**src/rtl/mc_ctrl_pkg.sv**
```systemverilog
// mc_ctrl_pkg: shared encodings for the multicycle main controller.
//   - FSM state codes (FETCH, DECODE, EXEC, MEM, WB, HALT)
//   - opcode class and sub-op constants
//   - ALU-op and jump-select encodings
//   - ctrl_t: decoded control bundle latched for EXEC/MEM/WB
package mc_ctrl_pkg;

    // FSM state encoding (kept as plain constants for legacy tools)
    typedef logic [2:0] state_t;
    localparam logic [2:0] FETCH  = 3'd0;
    localparam logic [2:0] DECODE = 3'd1;
    localparam logic [2:0] EXEC   = 3'd2;
    localparam logic [2:0] MEM    = 3'd3;
    localparam logic [2:0] WB     = 3'd4;
    localparam logic [2:0] HALT   = 3'd5;

    // Opcode class field
    localparam logic [2:0] SR  = 3'b000;
    localparam logic [2:0] LS  = 3'b001;
    localparam logic [2:0] SI  = 3'b010;
    localparam logic [2:0] SI2 = 3'b011;
    localparam logic [2:0] DR  = 3'b100;
    localparam logic [2:0] GR  = 3'b101;
    localparam logic [2:0] JR  = 3'b110;
    localparam logic [2:0] J   = 3'b111;

    // Sub-op field values with special meaning
    localparam logic [2:0] LWR = 3'b000;
    localparam logic [2:0] STR = 3'b001;
    localparam logic [2:0] BRC = 3'b101;

    // ALU operation class
    localparam logic [1:0] ALU_R = 2'b00;
    localparam logic [1:0] ALU_I = 2'b01;
    localparam logic [1:0] ALU_D = 2'b10;
    localparam logic [1:0] ALU_B = 2'b11;

    // Jump select
    localparam logic [1:0] JMP_NONE = 2'b00;
    localparam logic [1:0] JMP_DIR  = 2'b01;
    localparam logic [1:0] JMP_REG  = 2'b11;

    typedef struct packed {
        logic       reg_write;
        logic       alu_src;
        logic       branch;
        logic       mem_write;
        logic       mem_to_reg;
        logic [1:0] jump;
        logic [1:0] alu_op;
    } ctrl_t;

endpackage

```
**src/rtl/mc_decode.sv**
```systemverilog
// mc_decode: combinational opcode -> ctrl_t decoder.
//   op   : opcode, class = op[OP_W-1:OP_W-3], sub = op[OP_W-4:OP_W-6]
//   ctrl : decoded control bundle; every field is defined for every opcode
module mc_decode
    import mc_ctrl_pkg::*;
#(
    parameter int OP_W = 6
) (
    input  logic [OP_W-1:0] op,
    output ctrl_t           ctrl
);

    logic [2:0] cls;
    logic [2:0] sub;

    assign cls = op[OP_W-1 -: 3];
    assign sub = op[OP_W-4 -: 3];

    always_comb begin
        ctrl = '0;
        case (cls)
            SR: begin
                ctrl.reg_write = 1'b1;
                ctrl.alu_op    = ALU_R;
            end
            LS: begin
                if (sub == LWR) begin
                    ctrl.reg_write  = 1'b1;
                    ctrl.mem_to_reg = 1'b1;
                end else if (sub == STR) begin
                    ctrl.mem_write = 1'b1;
                end else begin
                    // Unused LS sub-ops behave as a plain register op
                    ctrl.reg_write = 1'b1;
                    ctrl.alu_op    = ALU_R;
                end
            end
            SI, SI2: begin
                if (sub == BRC) begin
                    ctrl.branch = 1'b1;
                    ctrl.alu_op = ALU_B;
                end else begin
                    ctrl.reg_write = 1'b1;
                    ctrl.alu_src   = 1'b1;
                    ctrl.alu_op    = ALU_I;
                end
            end
            DR: begin
                ctrl.reg_write = 1'b1;
                ctrl.alu_op    = ALU_D;
            end
            GR: begin
                ctrl.reg_write = 1'b1;
                ctrl.alu_op    = ALU_I;
            end
            JR: begin
                ctrl.jump   = JMP_REG;
                ctrl.alu_op = ALU_B;
            end
            J: begin
                ctrl.jump   = JMP_DIR;
                ctrl.alu_op = ALU_B;
            end
            default: ctrl = '0;
        endcase
    end

endmodule

```
**src/rtl/mc_ctrl.sv**
```systemverilog
// mc_ctrl: multicycle main controller, FETCH/DECODE/EXEC/MEM/WB sequencing.
//   clk, reset         : clock, synchronous active-high reset
//   op                 : opcode from IR, sampled in DECODE
//   halt_req           : stop at the next instruction boundary
//   imem_ack/dmem_ack  : memory handshake acknowledges
//   imem_req/dmem_req/dmem_we : memory requests
//   ir_we/pc_we/reg_write     : one-cycle write strobes
//   alu_src/branch/mem_to_reg/jump/alu_op : datapath selects (EXEC/MEM/WB)
//   halted, mem_err    : HALT state, sticky dmem timeout
//   inst_count         : retired-instruction counter (wraps)
module mc_ctrl
    import mc_ctrl_pkg::*;
#(
    parameter int OP_W        = 6,
    parameter int CNT_W       = 16,
    parameter int MEM_TIMEOUT = 15
) (
    input  logic             clk,
    input  logic             reset,
    input  logic [OP_W-1:0]  op,
    input  logic             halt_req,
    input  logic             imem_ack,
    input  logic             dmem_ack,
    output logic             imem_req,
    output logic             dmem_req,
    output logic             dmem_we,
    output logic             ir_we,
    output logic             pc_we,
    output logic             reg_write,
    output logic             alu_src,
    output logic             branch,
    output logic             mem_to_reg,
    output logic [1:0]       jump,
    output logic [1:0]       alu_op,
    output logic             halted,
    output logic             mem_err,
    output logic [CNT_W-1:0] inst_count
);

    localparam int WT_W = $clog2(MEM_TIMEOUT + 1);
    localparam logic [WT_W-1:0] WT_LAST = WT_W'(MEM_TIMEOUT - 1);

    state_t          state, state_nxt;
    ctrl_t           dec_ctrl, ctrl_q;
    logic [WT_W-1:0] wait_cnt;
    logic            retire, timeout, wait_clr, wait_inc, lvl_en;

    mc_decode #(.OP_W(OP_W)) u_decode (
        .op   (op),
        .ctrl (dec_ctrl)
    );

    always_comb begin
        state_nxt = state;
        retire    = 1'b0;
        timeout   = 1'b0;
        wait_clr  = 1'b0;
        wait_inc  = 1'b0;
        imem_req  = 1'b0;
        dmem_req  = 1'b0;
        dmem_we   = 1'b0;
        ir_we     = 1'b0;
        pc_we     = 1'b0;
        reg_write = 1'b0;
        halted    = 1'b0;
        case (state)
            FETCH: begin
                imem_req = 1'b1;
                if (imem_ack) begin
                    ir_we     = 1'b1;
                    state_nxt = DECODE;
                end
            end
            DECODE: state_nxt = EXEC;
            EXEC: begin
                if (ctrl_q.branch || (ctrl_q.jump != JMP_NONE)) begin
                    pc_we  = 1'b1;
                    retire = 1'b1;
                end else if (ctrl_q.mem_write || ctrl_q.mem_to_reg) begin
                    wait_clr  = 1'b1;
                    state_nxt = MEM;
                end else begin
                    state_nxt = WB;
                end
            end
            MEM: begin
                dmem_req = 1'b1;
                dmem_we  = ctrl_q.mem_write;
                if (dmem_ack) begin
                    if (ctrl_q.mem_write) begin
                        pc_we  = 1'b1;
                        retire = 1'b1;
                    end else begin
                        state_nxt = WB;
                    end
                end else if (wait_cnt == WT_LAST) begin
                    // This was the last permitted wait cycle: abandon the access
                    timeout   = 1'b1;
                    state_nxt = HALT;
                end else begin
                    wait_inc = 1'b1;
                end
            end
            WB: begin
                reg_write = ctrl_q.reg_write;
                pc_we     = 1'b1;
                retire    = 1'b1;
            end
            HALT: begin
                halted = 1'b1;
                if (!mem_err && !halt_req) state_nxt = FETCH;
            end
            default: state_nxt = FETCH;
        endcase
        // Instruction boundary: halt_req is only honoured here
        if (retire) state_nxt = halt_req ? HALT : FETCH;
    end

    // Datapath selects are only meaningful while an instruction executes
    assign lvl_en     = (state == EXEC) || (state == MEM) || (state == WB);
    assign alu_src    = lvl_en & ctrl_q.alu_src;
    assign branch     = lvl_en & ctrl_q.branch;
    assign mem_to_reg = lvl_en & ctrl_q.mem_to_reg;
    assign jump       = lvl_en ? ctrl_q.jump   : 2'b00;
    assign alu_op     = lvl_en ? ctrl_q.alu_op : 2'b00;

    always_ff @(posedge clk) begin
        if (reset) begin
            state      <= FETCH;
            ctrl_q     <= '0;
            wait_cnt   <= '0;
            mem_err    <= 1'b0;
            inst_count <= '0;
        end else begin
            state <= state_nxt;
            if (state == DECODE) ctrl_q <= dec_ctrl;
            if (wait_clr)      wait_cnt <= '0;
            else if (wait_inc) wait_cnt <= wait_cnt + WT_W'(1);
            if (timeout) mem_err <= 1'b1;
            if (retire)  inst_count <= inst_count + CNT_W'(1);
        end
    end

endmodule

```
**config.mk**
```make
export PLATFORM = sky130hd
export DESIGN_NAME = mc_ctrl
export DESIGN_NICKNAME = d
export VERILOG_FILES = /design/src/rtl/mc_ctrl_pkg.sv /design/src/rtl/mc_decode.sv /design/src/rtl/mc_ctrl.sv
export SDC_FILE = /design/constraint.sdc
export NUM_CORES = 1
export LEC_CHECK = 0
export ABC_AREA = 1
export CAP_MARGIN = 20
export CORE_ASPECT_RATIO = 0.7
export CORE_MARGIN = 5
export CORE_UTILIZATION = 45
export DETAILED_ROUTE_END_ITERATION = 10
export GPL_TIMING_DRIVEN = 0
export PLACE_DENSITY_LB_ADDON = 0.3
export SLEW_MARGIN = 20
export SYNTH_ARGS = -nofsm -noshare
export SYNTH_HDL_FRONTEND = slang
export SYNTH_HIERARCHICAL = 1
export SYNTH_SLANG_ARGS = --single-unit
```
**constraint.sdc**
```tcl
create_clock -name clk -period 1.19 [get_ports clk]
set_input_delay 0.238 -clock clk [delete_from_list [all_inputs] [get_ports clk]]
set_output_delay 0.238 -clock clk [all_outputs]
set_load 0.01 [all_outputs]
```
## Yosys cells after proc, flatten, opt, wreduce, memory -nomap -nowiden

Cells that the tools add are included.

| cells by class | value |
|---|---|
| add/subtract/negate cells | 2 |
| equal/unequal tests | 21 |
| mux-type cells | 45 |
| bitwise gates (word level) | 3 |
| reduce and logical (&&, ||, !) cells | 17 |

Operators by type and width:

| kind | count |
|---|---|
| 3-bit two-way mux | 9 |
| 1-bit two-way mux | 25 |
| 3-bit equality test, second input constant | 7 |
| 3-bit case mux with 6 select lines | 1 |
| 16-bit by 1-bit adder with 16-bit output, second input constant | 1 |
| 3-bit by 2-bit equality test with 1-bit output, second input constant | 4 |
| 2-bit two-way mux | 6 |
| 2-bit case mux with 5 select lines | 1 |
| 3-bit by 1-bit equality test with 1-bit output, second input constant | 3 |
| 3-bit logical NOT | 3 |
| 3-bit inequality test, second input constant | 3 |
| 4-bit inequality test, second input constant | 2 |
| 2-bit OR reduction | 4 |
| 1-bit case mux with 3 select lines | 2 |
| 6-bit AND reduction | 1 |
| 4-bit by 1-bit adder with 4-bit output, second input constant | 1 |
| 4-bit equality test, second input constant | 1 |
| 1-bit logical OR | 4 |
| 2-bit case mux with 2 select lines | 1 |
| 1-bit AND | 3 |
| 3-bit OR reduction | 1 |
| 1-bit logical NOT | 2 |
| 2-bit inequality test, second input constant | 1 |
| 2-bit nonzero test | 1 |
| 1-bit logical AND | 1 |

| word-level totals | value |
|---|---|
| flip-flop bits (word level) | 33 |
| bits of input ports | 11 |
| output and inout bits | 31 |
| logic and storage cells | 99 |

## Longest topological paths before layout

| logic depth | value |
|---|---|
| word-level depth | 6 |
| depth in mapped cells | 10 |
| mapped depth without buffers | 10 |

## Cells and area by module

The synthesis kept the hierarchy.

By module, submodules not included:

| module | times used | cells each | area each (um^2) | seq. area each (um^2) |
|---|---|---|---|---|
| mc_ctrl | 1 | 266 | 1747.9 | 660.6 |
| mc_decode | 1 | 26 | 118.9 | 0.0 |

## Least setup slack after synthesis

No wires, ideal clock.

| timing | value |
|---|---|
| path type | reg2reg |
| start | reg inst_count[0] |
| end | reg inst_count[8] |
| setup time | 0.132 ns |
| data arrival time | 1.211 ns |
| data required time | 1.058 ns |
| slack | -0.153 ns |
| stages on the path, launching flop included | 8 |
| path buffers | 0 |
| cell sequence | dfxtp_1 -> ha_1 -> inv_1 -> nor2_1 -> nand2_1 -> xnor2_1 -> nand2_1 -> a21oi_1 |

| between the ends | value |
|---|---|
| longest elaborated chain between the ends | 1 |

RTL lines:

| element | line | source |
|---|---|---|
| from (decl) | mc_ctrl.sv:37 | `output logic [CNT_W-1:0] inst_count` |
| from (signal assigned) | mc_ctrl.sv:140 | `if (retire) inst_count <= inst_count + CNT_W'(1);` |
| 16-bit by 1-bit adder with 16-bit output | mc_ctrl.sv:140 |  |

No other way between the ends.
A chain may end at the register's enable or synchronous reset.

## Final worst setup path

| timing | value |
|---|---|
| start | reg state[0] |
| end | out pc_we |

| between the ends | value |
|---|---|
| longest elaborated chain between the ends | 2 |
| elaborated cells between the ends (all ways) | 4 |
| those cells by class | 3 x eq/ne; 1 x mux |

RTL lines:

| element | line | source |
|---|---|---|
| from (decl) | mc_ctrl.sv:43 | `state_t state, state_nxt;` |
| from (signal assigned) | mc_ctrl.sv:135 | `state <= state_nxt;` |
| 3-bit equality test or 3-bit by 2-bit equality test with 1-bit output (tied branches) | mc_ctrl.sv:66 | `case (state)` |
| 1-bit case mux with 3 select lines * | mc_ctrl.sv:66 |  |
| to (decl) | mc_ctrl.sv:28 | `output logic pc_we,` |

Mark *: on every way between the ends. The rest lies on a longest branch, timed or not.

==> metrics.md <==
| Metric | Value |
|---|---|
| Status | complete, but fails checks |
| Failing checks | setup timing |
| Ys Warns | 6 |
| Nets@finish | approximately 380 |
| Utilization after layout | 0.7384 |
| WS Path Type | reg -> out |
| Die W | 86.98 µm |
| Startpoint types | register |
| Synth Register Bits | 33 |
| Placeable Area | between 0.003 and 0.004 mm² |
| HP Class | in -> reg |
| Largest net degree at the start of global routing | 11 |
| CP peak stage delay | ~0.37 ns |
| Initial Util | 0.4702 |
| F_max | roughly 0.61 GHz |
| Initial antenna violation count | 0 |
| Endpoint type of the worst setup path | output port |
| Final hold violation count | 0 |
| Crit path max-delay family | buffers and inverters |
| Int Pwr | ~3 mW |
| Sw power | around 2.2 mW |
| Synth cell types | 28 |
| Worst Skew | roughly 0.0066 ns |
| Initial DRC Count | around 180 |
| Die ar. | around 0.0056 mm² |
| Total number of vias | between 2000 and 2500 |
| Drc violations | 0 |
| GR Util met1 | 0.2693 |
| Clock Power Share | 0.167 |
| Crit path arrival time | roughly 1.4 ns |
| Area grow syn2layout | 57.04% |
| Post-route minimum period | about 1.6 ns |
| Busiest layer in global routing | met2 |
| Req. time, crit path | about 0.95 ns |
| CTS tree | done |
| DR pass1 iterations | 5 |
| Switch share | 0.4228 |
| Overflow after GRT | 0 |
| GR Layer Usage met3 | 0.05006 |
| Clock Path Buffers | 2 |
| Root buffer cell | clkbuf_8 |
| Die Ht | between 60 and 70 µm |
| Vias per cell | ~5.2 |
| Placement row count | 19 |
| Slew Limit Fails | 0 |
| Synthesized instance count | 292 |
| Dpl hpwl | around 3500 µm |
| Register area share after synthesis | 0.3539 |
| RSZ-0062 raised after global routing | yes |
| Number of global-route vias before repair | 1922 |
| CTS clk-pin slew, worst paths | roughly 0.070 ns |
| Mapped cell area | between 0.0015 and 0.002 mm² |
| Peak VDD IR | about 970 µV |
| Worst Path Max Fanout | 4 |
| First-pass GRT wire length | around 9000 µm |
| Htree depth | 2 |
| Final setup viols | between 40 and 50 |
| Pwr Total | between 5 and 6 mW |
| Final Cycle Share | 1.383 |
| CTS Buf Count | 5 |
| Input/output buffers | 40 |
| Antenna Diode Count | 0 |
| Setup TNS | -11.21 ns |
| Layout fillers | between 300 and 400 |
| Worst-path cell with the longest stage delay | dfxtp_4 |
| Power per cell area | ~1800 mW/mm² |
| Syn Area/Cell | roughly 6.4 µm² |
| Clk_lat worst skew | 0.30 ns |
| Wire per inst | approximately 15 µm |
| Number of buffers and inverters on the critical path | 4 |
| Total Routing Usage GR | 0.2021 |
| Share of cells above drive strength 1 | 0.4146 |
| I/O pins | between 40 and 50 |
| Maxcap violations | 0 |
| Sequential power share | 0.292 |
| Met2 Use GR | 0.2992 |
| Post-synthesis net count | 306 |
| Final WL | approximately 6200 µm |
| RePlAce Congestion | 0.8403 |
| Post-route setup slack | -0.4557 ns |
| Rel. slew slack | 0.6515 |
| Most frequent CP cell | buf_6 |
| Crit-path cells | buf_4 -> nor2_4 -> nand2_2 -> nand3_2 -> buf_6 -> buf_8 -> buf_6 |
| Final ANT Viol Nets | 0 |
| Clock sink total | 33 |
| Least-Margin Pin Slew | between 0.5 and 0.6 ns |
| LEAKAGE | approximately 1.3 nW |
| Combinational share of power | 0.542 |
| CTS hold repair buffers | 0 |
-- cell type report --
class	instances	area, µm²	share of cell area
multi-input combinational	203	1226	0.4183
sequential	33	695.7	0.2373
inverter	48	190.2	0.06487
buffer	7	53.80	0.01835
tap	52	65.06	0.02219
clock inverter	2	10.01	0.003414
clock buffer	6	72.57	0.02475
timing repair buffer	70	618.1	0.2108
-- stage by stage --
step,instances,setup WS [ns],cell area (µm²),hold WS (ns)
global placement,384,-0.8729,2451,0.4427
finish,421,-0.4557,2932,0.2723
global route,421,-0.4745,2932,0.2751
detailed placement,384,-0.8607,2451,0.4513
floorplan,292,-0.04627,1986,0.4301
CTS,408,-0.4231,2740,0.3669
-- metal layers --
layer / vias up / wire length (µm) / part of all wire
met5: - / 0 / 0
met4: 0 / 189 / 0.031
met3: 25 / 509 / 0.083
met2: 107 / 2826 / 0.46
met1: 1001 / 2629 / 0.43
li1: 1069 / - / -
-- what timing repair did --
action                                  4_1_cts  5_1_grt
buffers inserted                             16       13
endpoints found under the setup margin       63       64
gates cloned                                  1        0
endpoints found under the hold margin         0        0
resized for setup                           131       65
pin swaps                                    14       18
-- sequential cells by signal (all words and copies together) (netlist names) --
register / cells
state: 3
ctrl_q: 9
mem_err: 1
wait_cnt: 4
inst_count: 16
-- worst paths after layout --
path,startpoint,end,slack [ns],depth (start not counted)
setup / recovery,state[0],pc_we,-0.46,7
hold reg to reg,mem_err,mem_err,0.50,2
hold / removal,reset,inst_count[4],0.27,2
setup reg to reg,state[0],inst_count[9],-0.33,10
-- cells by family (layout without fill, tap and decap cells) --
logic type	after synthesis	count (layout)	synth area share
adders and majority gates	3	3	0.02011
buffers and inverters	56	133	0.1220
DFF	33	33	0.3539
and+or+nand+nor	154	154	0.3606
AOI/OAI and AO/OA	41	41	0.1200
xor gates and xnor gates	5	5	0.02346
-- synthesized netlist by cell type --
cell,n,share of area
a21oi_1,20,0.054
a21oi_2,4,0.019
and2_1,1,0.0034
buf_1,1,0.0020
buf_2,2,0.0054
buf_6,2,0.012
clkbuf_1,3,0.0060
dfxtp_1,33,0.35
ha_1,3,0.020
inv_1,45,0.090
inv_2,3,0.0060
nand2_1,67,0.13
nand2_2,1,0.0034
nand3_1,22,0.059
nand3_2,2,0.011
nand3b_1,2,0.0080
nand4_1,3,0.010
nor2_1,45,0.090
nor2_2,1,0.0034
nor2_4,2,0.012
nor3_1,6,0.016
nor3_2,1,0.0054
nor3b_1,1,0.0040
o21a_1,1,0.0040
o21ai_0,15,0.040
o22ai_1,1,0.0034
xnor2_1,2,0.0094
xor2_1,3,0.014
-- power by group through the flow --
stage          combinational [mW]  sequential, mW  clock, mW
2_1_floorplan                1.25            1.47          0
6_report                     2.81            1.51      0.864
4_1_cts                      2.16            1.47      0.854
3_3_place_gp                 1.79            1.48          0
5_1_grt                      3.02            1.54      0.908
3_5_place_dp                 1.81            1.48          0
-- worst register-to-register path: stages, from the launching register on --
cell,delay [ns]
dfxtp_4,0.39
buf_4,0.15
nor2_4,0.05
nand2_2,0.07
nand3_2,0.09
buf_6,0.13
buf_4,0.14
buf_6,0.12
nand2_1,0.09
nand2_1,0.08
a21oi_1,0.14
-- cell usage in the layout (no fill, tap or decap), drive strengths merged --
cell / instances
nand2: 68
inv: 48
nor2: 48
buf: 48
dfxtp: 33
nand3: 24
a21oi: 24
clkbuf: 17
o21ai: 15
clkdlybuf4s50: 9
clkdlybuf4s15: 8
nor3: 7
nand4: 3
xor2: 3
ha: 3
nand3b: 2
xnor2: 2
clkinv: 2
and2: 1
nor3b: 1
o21a: 1
dlygate4sd2: 1
o22ai: 1
Power figures use the tool's default switching activity.
